--- src/rtl/npem_pkg.sv ---
// Shared definitions for the NPEM control/status block: register bit
// positions, status bit positions and the command FSM state type.
package npem_pkg;

  // NPEM Control / Capability bit positions
  localparam int unsigned NPEM_EN    = 0;
  localparam int unsigned NPEM_RESET = 1;
  localparam int unsigned OK         = 2;
  localparam int unsigned LOCATE     = 3;
  localparam int unsigned FAIL       = 4;
  localparam int unsigned REBUILD    = 5;
  localparam int unsigned PFA        = 6;
  localparam int unsigned HOT_SPARE  = 7;
  localparam int unsigned ICA        = 8;
  localparam int unsigned IFA        = 9;
  localparam int unsigned INVALID    = 10;
  localparam int unsigned DISABLED   = 11;
  localparam int unsigned ENCL_LSB   = 24;

  // NPEM Status bit positions
  localparam int unsigned CC = 0;

  typedef enum logic [1:0] {
    IDLE,
    ISSUE,
    DONE
  } npem_state_e;

endpackage

--- src/rtl/npem_cmd_timer.sv ---
// Loadable up-counter with synchronous clear and an expiry flag that is
// high while the count equals LIMIT-1. Used to bound enclosure handshakes.
module npem_cmd_timer #(
  parameter int unsigned LIMIT     = 1000000,
  parameter int unsigned CNT_WIDTH = $clog2(LIMIT + 1)
) (
  input  logic                 clk,
  input  logic                 rst_n,
  input  logic                 clr,
  input  logic                 load,
  input  logic [CNT_WIDTH-1:0] load_val,
  input  logic                 en,
  output logic                 expired
);

  logic [CNT_WIDTH-1:0] count_q;

  // Counter register: clear beats load beats increment
  always_ff @(posedge clk or negedge rst_n) begin
    if (!rst_n) begin
      count_q <= '0;
    end else if (clr) begin
      count_q <= '0;
    end else if (load) begin
      count_q <= load_val;
    end else if (en) begin
      count_q <= count_q + 1'b1;
    end
  end

  // Expiry flag on the last allowed count
  always_comb begin
    expired = (count_q == CNT_WIDTH'(LIMIT - 1));
  end

endmodule

--- src/rtl/npem_control_status.sv ---
// NPEM Control and Status registers. Accepted control writes are masked by
// the capability word and forwarded to the enclosure over a req/ack
// handshake bounded by a timeout; completion sets Command Completed.
module npem_control_status
  import npem_pkg::*;
#(
  parameter int unsigned REGISTER_WIDTH = 32,
  parameter int unsigned TIMEOUT_CYCLES = 1000000,
  parameter int unsigned CNT_WIDTH      = $clog2(TIMEOUT_CYCLES + 1)
) (
  input  logic                      clk,
  input  logic                      rst_n,
  input  logic [REGISTER_WIDTH-1:0] cap_in,
  input  logic                      ctl_wr_en,
  input  logic [REGISTER_WIDTH-1:0] ctl_wr_data,
  output logic [REGISTER_WIDTH-1:0] ctl_rd_data,
  input  logic                      sts_wr_en,
  input  logic [REGISTER_WIDTH-1:0] sts_wr_data,
  output logic [REGISTER_WIDTH-1:0] sts_rd_data,
  input  logic                      cc_int_en,
  output logic                      encl_req,
  output logic [REGISTER_WIDTH-1:0] encl_cmd,
  input  logic                      encl_ack,
  input  logic [7:0]                encl_sts,
  output logic                      npem_irq,
  output logic                      timeout_err
);

  npem_state_e               state_q, state_d;
  logic [REGISTER_WIDTH-1:0] ctl_q, ctl_d;
  logic [REGISTER_WIDTH-1:0] cmd_q;
  logic [REGISTER_WIDTH-1:0] wr_mask, masked, issue_cmd;
  logic                      pend_q, pend_rst_q;
  logic                      cc_q, irq_q, terr_q;
  logic [7:0]                encl_q;
  logic                      accepted, rst_bit, expired, finish, reissue;

  // Write qualification, masking and completion/reissue decisions
  always_comb begin
    wr_mask = '0;
    wr_mask[NPEM_EN] = 1'b1;
    wr_mask[DISABLED:OK] = '1;
    wr_mask[REGISTER_WIDTH-1:ENCL_LSB] = '1;
    accepted = ctl_wr_en & cap_in[NPEM_EN];
    masked   = ctl_wr_data & cap_in & wr_mask;
    rst_bit  = ctl_wr_data[NPEM_RESET] & cap_in[NPEM_RESET];
    finish   = (state_q == ISSUE) & (encl_ack | expired);
    reissue  = (state_q == DONE) & (pend_q | accepted);
  end

  // Next control value: completed Initiate Reset clears indications, a write overrides
  always_comb begin
    ctl_d = ctl_q;
    if ((state_q == DONE) && cmd_q[NPEM_RESET]) begin
      ctl_d = '0;
      ctl_d[NPEM_EN] = ctl_q[NPEM_EN];
    end
    if (accepted) begin
      ctl_d = masked;
    end
  end

  // Command word to launch: fresh write from IDLE, or the collapsed pending write from DONE
  always_comb begin
    if (state_q == DONE) begin
      issue_cmd = ctl_d;
      issue_cmd[NPEM_RESET] = pend_rst_q | (accepted & rst_bit);
    end else begin
      issue_cmd = masked;
      issue_cmd[NPEM_RESET] = rst_bit;
    end
  end

  // FSM state register
  always_ff @(posedge clk or negedge rst_n) begin
    if (!rst_n) begin
      state_q <= IDLE;
    end else begin
      state_q <= state_d;
    end
  end

  // FSM next-state logic
  always_comb begin
    state_d = state_q;
    unique case (state_q)
      IDLE:    if (accepted) state_d = ISSUE;
      ISSUE:   if (finish)   state_d = DONE;
      DONE:    state_d = reissue ? ISSUE : IDLE;
      default: state_d = IDLE;
    endcase
  end

  // Control register, command word and pending-write tracking
  always_ff @(posedge clk or negedge rst_n) begin
    if (!rst_n) begin
      ctl_q      <= '0;
      cmd_q      <= '0;
      pend_q     <= 1'b0;
      pend_rst_q <= 1'b0;
    end else begin
      ctl_q <= ctl_d;
      if ((state_q == IDLE) && accepted) begin
        cmd_q <= issue_cmd;
      end else if ((state_q == ISSUE) && accepted) begin
        pend_q     <= 1'b1;
        pend_rst_q <= pend_rst_q | rst_bit;
      end else if (reissue) begin
        cmd_q      <= issue_cmd;
        pend_q     <= 1'b0;
        pend_rst_q <= 1'b0;
      end
    end
  end

  // Status register and completion pulses; CC is set entering and during DONE so set beats clear
  always_ff @(posedge clk or negedge rst_n) begin
    if (!rst_n) begin
      cc_q   <= 1'b0;
      encl_q <= '0;
      irq_q  <= 1'b0;
      terr_q <= 1'b0;
    end else begin
      encl_q <= encl_sts;
      irq_q  <= finish & cc_int_en & ~cc_q;
      terr_q <= (state_q == ISSUE) & expired & ~encl_ack;
      if (finish || (state_q == DONE)) begin
        cc_q <= 1'b1;
      end else if (sts_wr_en && sts_wr_data[CC]) begin
        cc_q <= 1'b0;
      end
    end
  end

  npem_cmd_timer #(
    .LIMIT     (TIMEOUT_CYCLES),
    .CNT_WIDTH (CNT_WIDTH)
  ) u_timer (
    .clk      (clk),
    .rst_n    (rst_n),
    .clr      (state_q == DONE),
    .load     (1'b0),
    .load_val ('0),
    .en       (state_q == ISSUE),
    .expired  (expired)
  );

  // Output assembly
  always_comb begin
    sts_rd_data = '0;
    sts_rd_data[CC] = cc_q;
    sts_rd_data[ENCL_LSB +: 8] = encl_q;
    ctl_rd_data = ctl_q;
    encl_req    = (state_q == ISSUE);
    encl_cmd    = cmd_q;
    npem_irq    = irq_q;
    timeout_err = terr_q;
  end

endmodule
--- config.mk ---
export PLATFORM = sky130hd
export DESIGN_NAME = npem_control_status
export DESIGN_NICKNAME = d
export VERILOG_FILES = /design/src/rtl/npem_pkg.sv /design/src/rtl/npem_cmd_timer.sv /design/src/rtl/npem_control_status.sv
export SDC_FILE = /design/constraint.sdc
export NUM_CORES = 1
export LEC_CHECK = 0
export ABC_AREA = 1
export CAP_MARGIN = 20
export CORE_MARGIN = 2
export CORE_UTILIZATION = 43
export CTS_BUF_LIST = sky130_fd_sc_hd__clkbuf_2 sky130_fd_sc_hd__clkbuf_4 sky130_fd_sc_hd__clkbuf_8
export DETAILED_ROUTE_END_ITERATION = 8
export PLACE_DENSITY_LB_ADDON = 0.08
export SLEW_MARGIN = 20
export SYNTH_ARGS = -nofsm -noshare
export SYNTH_HDL_FRONTEND = slang
export SYNTH_SLANG_ARGS = --single-unit
--- constraint.sdc ---
create_clock -name clk -period 2.03 [get_ports clk]
set_input_delay 0.203 -clock clk [delete_from_list [all_inputs] [get_ports clk]]
set_output_delay 0.203 -clock clk [all_outputs]
set_load 0.01 [all_outputs]
Word level (Yosys, flattened, before mapping). Cells that the tools add are included.

Output and inout port bits: 99. Logic and storage cells: 66. Flip-flop bits (word level): 99.

Reductions and logical operators: 14. Bitwise gates (word level): 17. Multiplexer cells: 17. Add/sub/neg operators: 1. Eq/ne operators: 6.

Operators by type and width (count): two-way mux 32 bit (6); two-way mux 20 bit (2); bitwise AND 32 bit (1); adder 20 x 1 -> 20 bit, second input constant (1); equality test 20 bit, second input constant (1); nonzero test 2 bit (5); bitwise AND 1 bit (9); two-way mux 1 bit (6); one-hot mux 2 bit (3 select lines) (1); AND reduction 2 bit (3); logical AND 1 bit (4); two-way mux 2 bit (2); inequality test 2 bit, second input constant (2); bitwise OR 1 bit (4); NOT 1 bit (3); equality test 2 x 1 -> 1 bit, second input constant (1); equality test 2 bit, second input constant (1); zero test 2 bit (1); inequality test 2 x 1 -> 1 bit, second input constant (1); logical OR 1 bit (1).

Depth between registers and ports, before layout. Gate-level depths: netlist of run 1.

Depth after elaboration: 8. Gate-level depth with buffers: 12. Gate-level depth less buffers: 11.

Modules after synthesis. From an unflattened synthesis of run 1, not the netlist that was laid out.

Cell total of the unflattened synthesis: 663. Area, all modules: 5032.3 um^2.

Modules (own cells, without submodules): npem_control_status (area each 3507.1 um^2, cells each 426, times used 1); npem_cmd_timer (area each 1525.2 um^2, cells each 237, times used 1).

Worst setup path before layout of run 1. Ideal clock, no wire load.

Kind: flip-flop to flip-flop. Start: reg state_q[0]. End: reg u_timer.count_q[7]. Setup slack: 396 ps. Stages on the path, launching flop included: 11. Arrival: 1515 ps. Path buffers: 1. Cells stage by stage: dfrtp_1 inv_1 ha_1 clkbuf_2 inv_2 nor2_1 nand2_1 nor2_2 inv_1 nand2_1 o21ba_2.

Cells in the longest elaborated chain, start to end: 2. Elaborated cells between the ends (all ways): 4.

Ends and longest elaborated chain: from (decl) (line npem_control_status.sv:29) `npem_state_e state_q, state_d;`; from (signal assigned) (line npem_control_status.sv:79) `state_q <= state_d;`; equality test 2 bit / equality test 2 x 1 -> 1 bit (equally long branches) (line npem_control_status.sv:141, npem_control_status.sv:144); two-way mux 20 bit / nonzero test 2 bit (equally long branches); to (signal assigned) (line npem_cmd_timer.sv:25) `count_q <= load_val;`; to (signal assigned) (line npem_cmd_timer.sv:27) `count_q <= count_q + 1'b1;`; to (decl) (line npem_cmd_timer.sv:16) `logic [CNT_WIDTH-1:0] count_q;`.

Parallel ways exist; a longest one is shown, timed or not. A chain may end at the register's enable or synchronous reset.

Worst setup path after layout of run 1.
Start: reg state_q[1]. End: out encl_req.

Cells in the longest elaborated chain, start to end: 1.

Ends and longest elaborated chain: equality test 2 x 1 -> 1 bit (line npem_control_status.sv:154) `encl_req = (state_q == ISSUE);`; to (decl) (line npem_control_status.sv:21) `output logic encl_req,`.

No other way between the ends.

==> results.md, run 1 <==
* Hold Path Class: in2async
* Worst-margin pin slew at 532 ps
* Synth cell types at 28
* Bufs and invs on worst path at 3
* Post-layout util at 59.5%
* Setup ws final at 105 ps
* Clock Latency Late Sink at 360 ps
* WL/cell at 13.2 um
* VDD IR-drop max at 446 uV
* Kind of critical path: reg2out
* Max FO, Critical Path at 6
* Placed Area at 0.00597 mm2
* Fin area at 0.00617 mm2
* Clock Skews at 11.5 ps
* Synth Instances at 536
* Drt pass-1 iters at 4
* Layout cells sized above 1 at 8.67%
* Crit share post-route at 94.8%
* Gate power share at 38.7%
* Worst path required time at 1830 ps
* Global-route total usage across every layer at 19.3%
* Final hold violations at 0
* Layout Nets at 780
* Post-synth top cells: dfrtp_1, nor2_1, nand2_1
* Largest area contributor in the netlist: dfrtp_1
* Outcome: finished clean
* Hpwl dp at 7830 um
* CTS tree: done
* Synthesized area at 0.00460 mm2
* Clock Sinks at 98
* Residual DRC at 0
* Synthesis-to-finish area growth at 34.0%
* ANT cells at 0
* Clock power share at 19.2%
* DR iter-0 viols at 163
* I/O Buffers at 129
* Root Driver: clkbuf_8
* Die X at 107 um
* Max cap viols at 0
* Internal power contribution at 0.00394 W
* Number of synthesized flops with an enable pin at 0
* CTS Buf Count at 9
* Startpoint types: flop
* Pre-CTS setup slack at 104 ps
* Yosys warnings at 0
* Vias after detailed routing at 3890
* Sum of negative setup slack at 0 ps
* Setup Viol. Count Final at 0
* Crit path max-delay cell type: clkdlybuf4s50_1
* Crit path max-delay family: buffers and inverters
* Max-slew violations at 0
* Post-synth top area share at 53.3%
* DRT Wirelength at 10700 um
* CP Capture Type: output pin
* Max-Slew Margin vs Limit at 64.5%
* Gr ovfl total at 0
* Register area share after synthesis at 53.3%
* CP max stage delay at 530 ps
* DR vias/cell at 4.83
* Initial antenna violation count at 0
* DRT antenna net count at 0
* Starting density of the core at 44.4%
* Most frequent cell after synthesis: dfrtp_1
* Synth area leaders: dfrtp_1, nor2_1, nand2_1, nand3_1, o21ai_0
* Top FF cell, synth: dfrtp_1
* Die Ht at 107 um
* H-Tree Depth at 3
* Clock-pin transition on the worst setup and hold timing paths at 100 ps
* RSZ-0062 raised after global routing: no
* Sequential share of power at 42.2%
* Ports at 209
* Worst-path cell chain: inv_2 -> ha_1 -> buf_4 -> clkdlybuf4s50_1
* Switching Share at 35.3%
* NetSw at 0.00215 W
* Async SR Flop Fraction at 100%
* Syn_area_per_cell at 8.59 um2
* Row count at 37
* Register bit total from synthesis at 98
* Core footprint at 0.0104 mm2
* Vias in the first global route at 3792
* First-pass GRT wire length at 17700 um
* Die Outline Area at 0.0115 mm2
* Power per Cell Area at 988 mW/mm2
* Critical Path AT at 1720 ps
* FMAX at 0.520 GHz
* Pin count of the biggest net entering global routing at 51
* Routability cong. at 0.918
* Leakage at 2.75 nW
* CTS Buffer Depth at 2
* Min cycle time layout at 1920 ps
routing by layer:
layer	track usage (%)	vias up	share of wire [%]
met2	33.9	111	49
met4	5.68	0	1.1
met3	2.85	12	5.9
li1	-	1940	-
met5	0	-	0
met1	24.8	1827	44
final cells by class:
cell class,count,area [um2]
Timing Repair Buffer,141,1430
Clock inverter,5,38.8
Multi-Input combinational cell,369,1760
Tap cell,136,170
Clock buffer,10,138
Inverter,46,173
Sequential cell,98,2450
Fill cell,949,4200
sequential cells by signal, indices dropped and copies added (netlist names):
signal and count:
pend_q 1, state_q 2, pend_rst_q 1, encl_cmd 32, encl_q 8, timeout_err 1
npem_irq 1, u_timer.count_q 20, ctl_rd_data 31, cc_q 1
cell families after synthesis:
logic type / count (synthesis) / share of synthesized area, %
DFF: 98 / 53.3
other: 1 / 0.0815
buffers and inverters: 92 / 10.6
AOI/OAI and AO/OA: 102 / 12.9
adders and majority gates: 5 / 1.36
and+or+nand+nor: 238 / 21.8
power by group through the flow:
stage / Clock [W] / Combinational, W / Sequential, W
2_1_floorplan: 0 / 0.00121 / 0.00272
6_report: 0.00117 / 0.00236 / 0.00257
3_3_place_gp: 0 / 0.00230 / 0.00260
5_1_grt: 0.00129 / 0.00262 / 0.00262
3_5_place_dp: 0 / 0.00235 / 0.00261
4_1_cts: 0.00121 / 0.00235 / 0.00257
cells in the final DEF, fill, tap and decap left out, types with 2 or more instances in the layout:
cell / count
a21oi_2: 16
nand2_2: 2
nor4_1: 2
nand3_1: 48
o21ai_0: 45
inv_2: 4
nor2_1: 86
inv_1: 42
clkdlybuf4s50_1: 128
clkbuf_8: 10
buf_4: 8
dfrtp_1: 98
conb_1: 24
a21oi_1: 37
inv_6: 2
nand4_1: 4
ha_1: 3
buf_12: 4
nor3_1: 5
nor2_2: 3
nand2_1: 85
worst reg2reg max path, delay by kind of cell, from the launching register on:
kind	cells	cell delay, ps
adder cells (fa/ha/maj)	1	330
buffers and inverters	1	100
flip-flops	1	400
AND/OR/NAND/NOR	7	830
path summary, 6_finish.rpt:
| path | startpoint | endpoint | slack (ps) | cells after the start |
|---|---|---|---|---|
| min reg2reg | cc_q | npem_irq | 470 | 1 |
| min in group clk | encl_sts[4] | encl_q[4] | 270 | 1 |
| min | rst_n | encl_cmd[14] | 210 | 2 |
| max reg2reg | state_q[0] | u_timer.count_q[19] | 270 | 9 |
| max | state_q[1] | encl_req | 110 | 4 |
| max in group asynchronous | rst_n | encl_cmd[3] | 1250 | 3 |
what timing repair did:
action	in CTS	in global routing
endpoints found under the setup margin	0	12
resized for setup	0	3
hold buffers	1	0
setup buffers	0	0
endpoints found under the hold margin	74	0
through the flow:
stage          std cells  hold slack [ps]  total power, W
6_report             805              212         0.00609
5_1_grt              805              209         0.00653
4_1_cts              805              212         0.00613
3_5_place_dp         789             55.0         0.00496
3_3_place_gp         789             49.8         0.00490
2_1_floorplan        559            -92.6         0.00392
Note: power is estimated with default switching activity, not from simulation.
==> run 2, diff against run 1 <==
Clock period 2.03 ns to 2.15 ns, I/O delays scaled along.
==> run 2 against run 1 <==
Via count is 1.6% lower. Core utilization fell by 0.28 points. Clock-buffer cell count is 3 higher. Clock skew shrank 2.1 ps. Combinational power shrank 9.3%. Worst hold slack improved by 69 ps. Sequential share of layout area is 0.19 points higher. Non-clock buffer count is 5 lower. Largest power group unchanged.
==> results.md, run 2 (synthesized netlist as in run 1, its figures left out) <==
* Drt pass-1 iters at 4 (unchanged)
* Die Ht at 107 um (unchanged)
* WL/cell at 13.3 um (+0.39%)
* Kind of critical path: reg2out
* Synthesis-to-finish area growth at 33.4%
* Highest Signal Layer: met4
* Post-Layout Cell Count at 800 (-0.62%)
* Hpwl dp at 7440 um (-5.0%)
* Clock Latency Late Sink at 360 ps (about the same)
* Commonest cells after routing, fill and taps aside: clkdlybuf4s50_1, dfrtp_1, nor2_1, nand2_1, nand3_1
* Critical register-to-register path startpoint: state_q[0]
* Final hold violations at 0 (unchanged)
* Starting density of the core at 44.4% (unchanged)
* Die X at 107 um (unchanged)
* Power per Cell Area at 947 mW/mm2 (-4.1%)
* Layout cells sized above 1 at 7.83% (-0.84 points)
* First-pass GRT wire length at 17300 um (-2.6%)
* Worst path required time at 1930 ps (+100 ps)
* I/O Buffers at 129 (unchanged)
* Clock Skews at 9.41 ps (-2.07 ps)
* CP Capture Type: output pin
* Met1 Routed Length at 4750 um (+2.3%)
* Vias after detailed routing at 3829 (-1.6%)
* H-Tree Depth at 3 (unchanged)
* Root Driver: clkbuf_8
* Hold Path Class: in2reg
* ANT cells at 0 (unchanged)
* Layout Nets at 775 (-0.64%)
* DRT Wirelength at 10600 um (-0.23%)
* CTS Buf Count at 9 (unchanged)
* VDD IR-drop max at 413 uV (-7.3%)
* CTS Buffer Depth at 2 (unchanged)
* Residual DRC at 0 (unchanged)
* Vias in the first global route at 3653 (-3.7%)
* Max-Slew Margin vs Limit at 58.6% (-5.8 points)
* Outcome: finished clean
* Startpoint types: flop
* Setup ws final at 180 ps (+74.2 ps)
* Pwr Total at 0.00581 W (-4.5%)
* Gr ovfl total at 0 (unchanged)
* Critical Path AT at 1760 ps (+40 ps)
* Hold wc startpoint: encl_sts[6]
* Max FO, Critical Path at 7 (+1)
* Sum of negative setup slack at 0 ps (unchanged)
* DR vias/cell at 4.79 (-0.95%)
* DR WL met2 at 5150 um (-2.1%)
* Postcts setup bufs at 0 (unchanged)
* Row count at 37 (unchanged)
* Max-slew violations at 0 (unchanged)
* Placed cells at 784 (-0.63%)
* Crit share post-route at 91.6%
* Met3 wire len at 570 um (-9.1%)
* Pre-CTS setup slack at 247 ps (+143 ps)
* Min cycle time layout at 1970 ps
* Ports at 209 (unchanged)
* Clock Sinks at 98 (unchanged)
* Routability cong. at 0.903 (-1.6%)
* Leakage at 2.74 nW (-0.36%)
* Max cap viols at 0 (unchanged)
* Global-route total usage across every layer at 18.8% (-0.48 points)
* RSZ-0062 raised after global routing: no
* Initial antenna violation count at 0 (unchanged)
* DRT antenna net count at 0 (unchanged)
* Most common cell after layout, fill and taps aside: clkdlybuf4s50_1
* Core footprint at 0.0104 mm2 (unchanged)
* Setup Viol. Count Final at 0 (unchanged)
* Placed Area at 0.00592 mm2 (-0.84%)
* Worst-margin pin slew at 620 ps (+88.4 ps)
* Fin area at 0.00614 mm2 (-0.47%)
* FMAX at 0.507 GHz
* Die Outline Area at 0.0115 mm2 (unchanged)
* DR iter-0 viols at 174 (+6.7%)
* Pin count of the biggest net entering global routing at 65 (+27%)
* CTS tree: done
* Max reg flops at 32 (unchanged)
* Worst setup path start: state_q[1]
* Clock-pin transition on the worst setup and hold timing paths at 90 ps (about the same)
-- run 2: cell count changes in the layout (fill, tap and decap cells not counted), sizes merged --
| cell | previous run | this run |
|---|---|---|
| buf | 12 | 7 |
| inv | 48 | 46 |
| bufinv | 0 | 1 |
| clkbuf | 10 | 13 |
| clkinv | 2 | 1 |
| clkinvlp | 1 | 0 |
-- run 2: path summary, 6_finish.rpt --
kind	end	slack, ps	depth (start not counted)
max	encl_req	180	3
min	encl_q[6]	280	1
max reg2reg	u_timer.count_q[7]	250	6
min reg2reg	npem_irq	450	1
max in group asynchronous	u_timer.count_q[9]	1100	3
min in group asynchronous	ctl_rd_data[16]	400	2
-- run 2: critical path: stages (launching register included) --
cell and delay (ps):
dfrtp_1 420, inv_1 100, ha_1 290, clkdlybuf4s50_1 580
-- run 2: area by class of cell --
class,count,area [um2]
Tap cell,136,170
Inverter,46,173
Fill cell,928,4230
Clock buffer,13,173
Multi-Input combinational cell,369,1750
Clock inverter,2,35.0
Sequential cell,98,2450
Timing Repair Buffer,136,1380
-- run 2: metrics by stage --
step                hold WS [ps]  util (%)
CTS                          269      59.2
detailed placement           269      57.1
global placement             267      57.1
floorplan                  -80.6         -
finish                       281      59.2
global route                 268      59.2
-- run 2: timing repair --
| item | in CTS | in global routing |
|---|---|---|
| endpoints found under the setup margin | 0 | 3 |
| hold buffers | 1 | 0 |
| endpoints found under the hold margin | 46 | 0 |
| resized for setup | 0 | 1 |
-- run 2: per-layer routing --
layer  GRT usage, %  up-vias
met4           7.23        0
met3           2.60       13
met5              0        -
met2           31.4      104
li1               -     1925
met1           25.0     1787
-- run 2: report_power, final --
group	switching, W	internal [W]
logic	0.00115	0.000995
registers	0.000222	0.00220
clock network	0.000611	0.000639
==> run 3, diff against run 2 <==
Settings changed: CORE_UTILIZATION 43 to 39, SLEW_MARGIN 20 to unset.
Clock period 2.15 ns to 1.8 ns, I/O delays scaled along.
==> run 3 against run 2 <==
First-iteration DRC count rose by 39%. Clock skew fell by 2.3 ps. Highest routed layer unchanged. Combinational power rose by 30%. Via count rose by 1.1%. Clock power rose by 15%. Setup slack got worse by 44 ps. Sequential share of layout area fell by 1.3 points. Routed wire length rose by 3.2%. Register-to-register slack got worse by 110 ps. Critical path type is now reg2reg.
==> results.md, run 3 (synthesized netlist as in run 1, its figures left out) <==
* Root Driver: clkbuf_8
* Synthesis-to-finish area growth at 37.7%
* Gr ovfl total at 0 (unchanged)
* Global-route total usage across every layer at 17.5% (-1.3 points)
* Final hold violations at 0 (unchanged)
* FMAX at 0.601 GHz
* Row count at 39 (+5.4%)
* Max-slew violations at 0 (unchanged)
* RSZ-0062 raised after global routing: yes
* I/O Buffers at 129 (unchanged)
* Max reg flops at 32 (unchanged)
* Die Ht at 113 um (+4.8%)
* Seq. cell area at 0.00245 mm2 (unchanged)
* Layout cells sized above 1 at 10.7% (+2.9 points)
* Die Outline Area at 0.0127 mm2 (+9.9%)
* Placed Area at 0.00611 mm2 (+3.3%)
* Hold Path Class: in2reg
* H-Tree Depth at 3 (unchanged)
* CP Capture Type: flop
* CTS tree: done
* Fin area at 0.00634 mm2 (+3.3%)
* Clock Latency Late Sink at 360 ps (about the same)
* Placed cells at 809 (+3.2%)
* Commonest cells after routing, fill and taps aside: clkdlybuf4s50_1, dfrtp_1, nand2_1, nor2_1, nand3_1
* DR iter-0 viols at 241 (+39%)
* Hold wc startpoint: encl_sts[0]
* Worst path required time at 2050 ps (+120 ps)
* Area of the multi-input gates at 0.00177 mm2 (+0.71%)
* Residual DRC at 0 (unchanged)
* Routability cong. at 0.861 (-4.7%)
* CTS Buf Count at 9 (unchanged)
* Vias after detailed routing at 3871 (+1.1%)
* Pre-CTS setup slack at 31.2 ps (-216 ps)
* Setup Viol. Count Final at 0 (unchanged)
* Most common cell after layout, fill and taps aside: clkdlybuf4s50_1
* Drt pass-1 iters at 4 (unchanged)
* Critical Path AT at 1920 ps (+160 ps)
* DR vias/cell at 4.69 (-2.0%)
* Power per Cell Area at 1120 mW/mm2 (+18%)
* DRT antenna net count at 0 (unchanged)
* Core footprint at 0.0115 mm2 (+11%)
* VDD IR-drop max at 818 uV (+98%)
* Reg2Reg Setup Slack at 140 ps (-110 ps)
* ANT cells at 0 (unchanged)
* WHS Endpoint: encl_q[0]
* Vias in the first global route at 3726 (+2.0%)
* Hold depth at 1 (unchanged)
* Critical register-to-register path startpoint: state_q[1]
* Clock Skews at 7.15 ps (-2.26 ps)
* Setup ws final at 135 ps (-44.5 ps)
* Crit share post-route at 92.5%
* Hpwl dp at 7960 um (+7.0%)
* Min cycle time layout at 1660 ps
* Max FO, Critical Path at 4 (-3)
* Startpoint types: flop
* DRT Wirelength at 11000 um (+3.2%)
* Fillers at 1075 (+16%)
* Pwr Total at 0.00710 W (+22%)
* Cells on worst reg2reg path at 9 (+3)
* Ports at 209 (unchanged)
* Clock-pin transition on the worst setup and hold timing paths at 90 ps (about the same)
* Initial antenna violation count at 0 (unchanged)
* Starting density of the core at 40.1% (-4.2 points)
* CTS Buffer Depth at 2 (unchanged)
* Die X at 113 um (+4.8%)
* FF-to-FF End: u_timer.count_q[18]
* Post-Layout Cell Count at 825 (+3.1%)
* Pin count of the biggest net entering global routing at 50 (-23%)
* Kind of critical path: reg2reg
* First-pass GRT wire length at 18000 um (+4.1%)
* Leakage at 2.84 nW (+3.5%)
* WL/cell at 13.3 um (about the same)
* WHS at 253 ps (-28.3 ps)
* Clock Sinks at 98 (unchanged)
* Outcome: finished clean
* Layout Nets at 793 (+2.3%)
* Max cap viols at 0 (unchanged)
-- run 3: worst max-delay path, stage by stage, from the launching register on --
cell	delay, ps
dfrtp_1	350
inv_1	70
ha_2	380
nand2_1	100
nor2_1	110
nand4_1	180
nor2_2	180
nand2_1	70
nand2_1	70
nor2_1	50
-- run 3: where the power goes --
part | leakage (nW) | switching [W] | internal [W] | total [W]
sequential | 1.27 | 0.000255 | 0.00263 | 0.00289
clock | 0.101 | 0.000732 | 0.000711 | 0.00144
combinational | 1.47 | 0.00142 | 0.00135 | 0.00278
total | 2.84 | 0.00241 | 0.00469 | 0.00710
-- run 3: cell type report --
cell class	count	area share [%]
well taps	143	2.82
inverters	46	2.72
clock inverters	4	0.809
clock buffers	11	2.39
repair buffers	154	24.7
flip-flops and latches	98	38.7
multi-input cells	369	27.9
-- run 3: routing by layer --
layer / track usage [%] / part of all wire, %
met1: 23.5 / 45
met2: 28.5 / 48
met4: 5.20 / 0.97
met3: 4.10 / 6.1
met5: 0 / 0
-- run 3: per-stage QoR --
| stage | setup TNS [ps] | util, % |
|---|---|---|
| global route | -37.3 | 55.3 |
| detailed placement | 0 | 53.3 |
| floorplan | 0 | - |
| global placement | 0 | 53.3 |
| CTS | 0 | 55.1 |
| finish | 0 | 55.3 |
-- run 3: worst max-delay path by stage --
| stage | startpoint | endpoint | slack [ps] |
|---|---|---|---|
| final | state_q[1] | u_timer.count_q[18] | 140 |
| after global routing | state_q[1] | u_timer.count_q[16] | -20 |
| after CTS | state_q[1] | u_timer.count_q[7] | 80 |
| after detailed placement | cap_in[0] | encl_cmd[19] | 30 |
| after global placement | cap_in[0] | encl_cmd[21] | 70 |
| after floorplan | state_q[0] | u_timer.count_q[7] | 170 |
-- run 3: what timing repair did --
item | in CTS | in global routing
hold buffers | 1 | 0
hold endpoints to repair | 26 | 0
resized for setup | 1 | 6
pin swaps | 0 | 1
endpoints found under the setup margin | 1 | 8
buffers inserted | 0 | 0
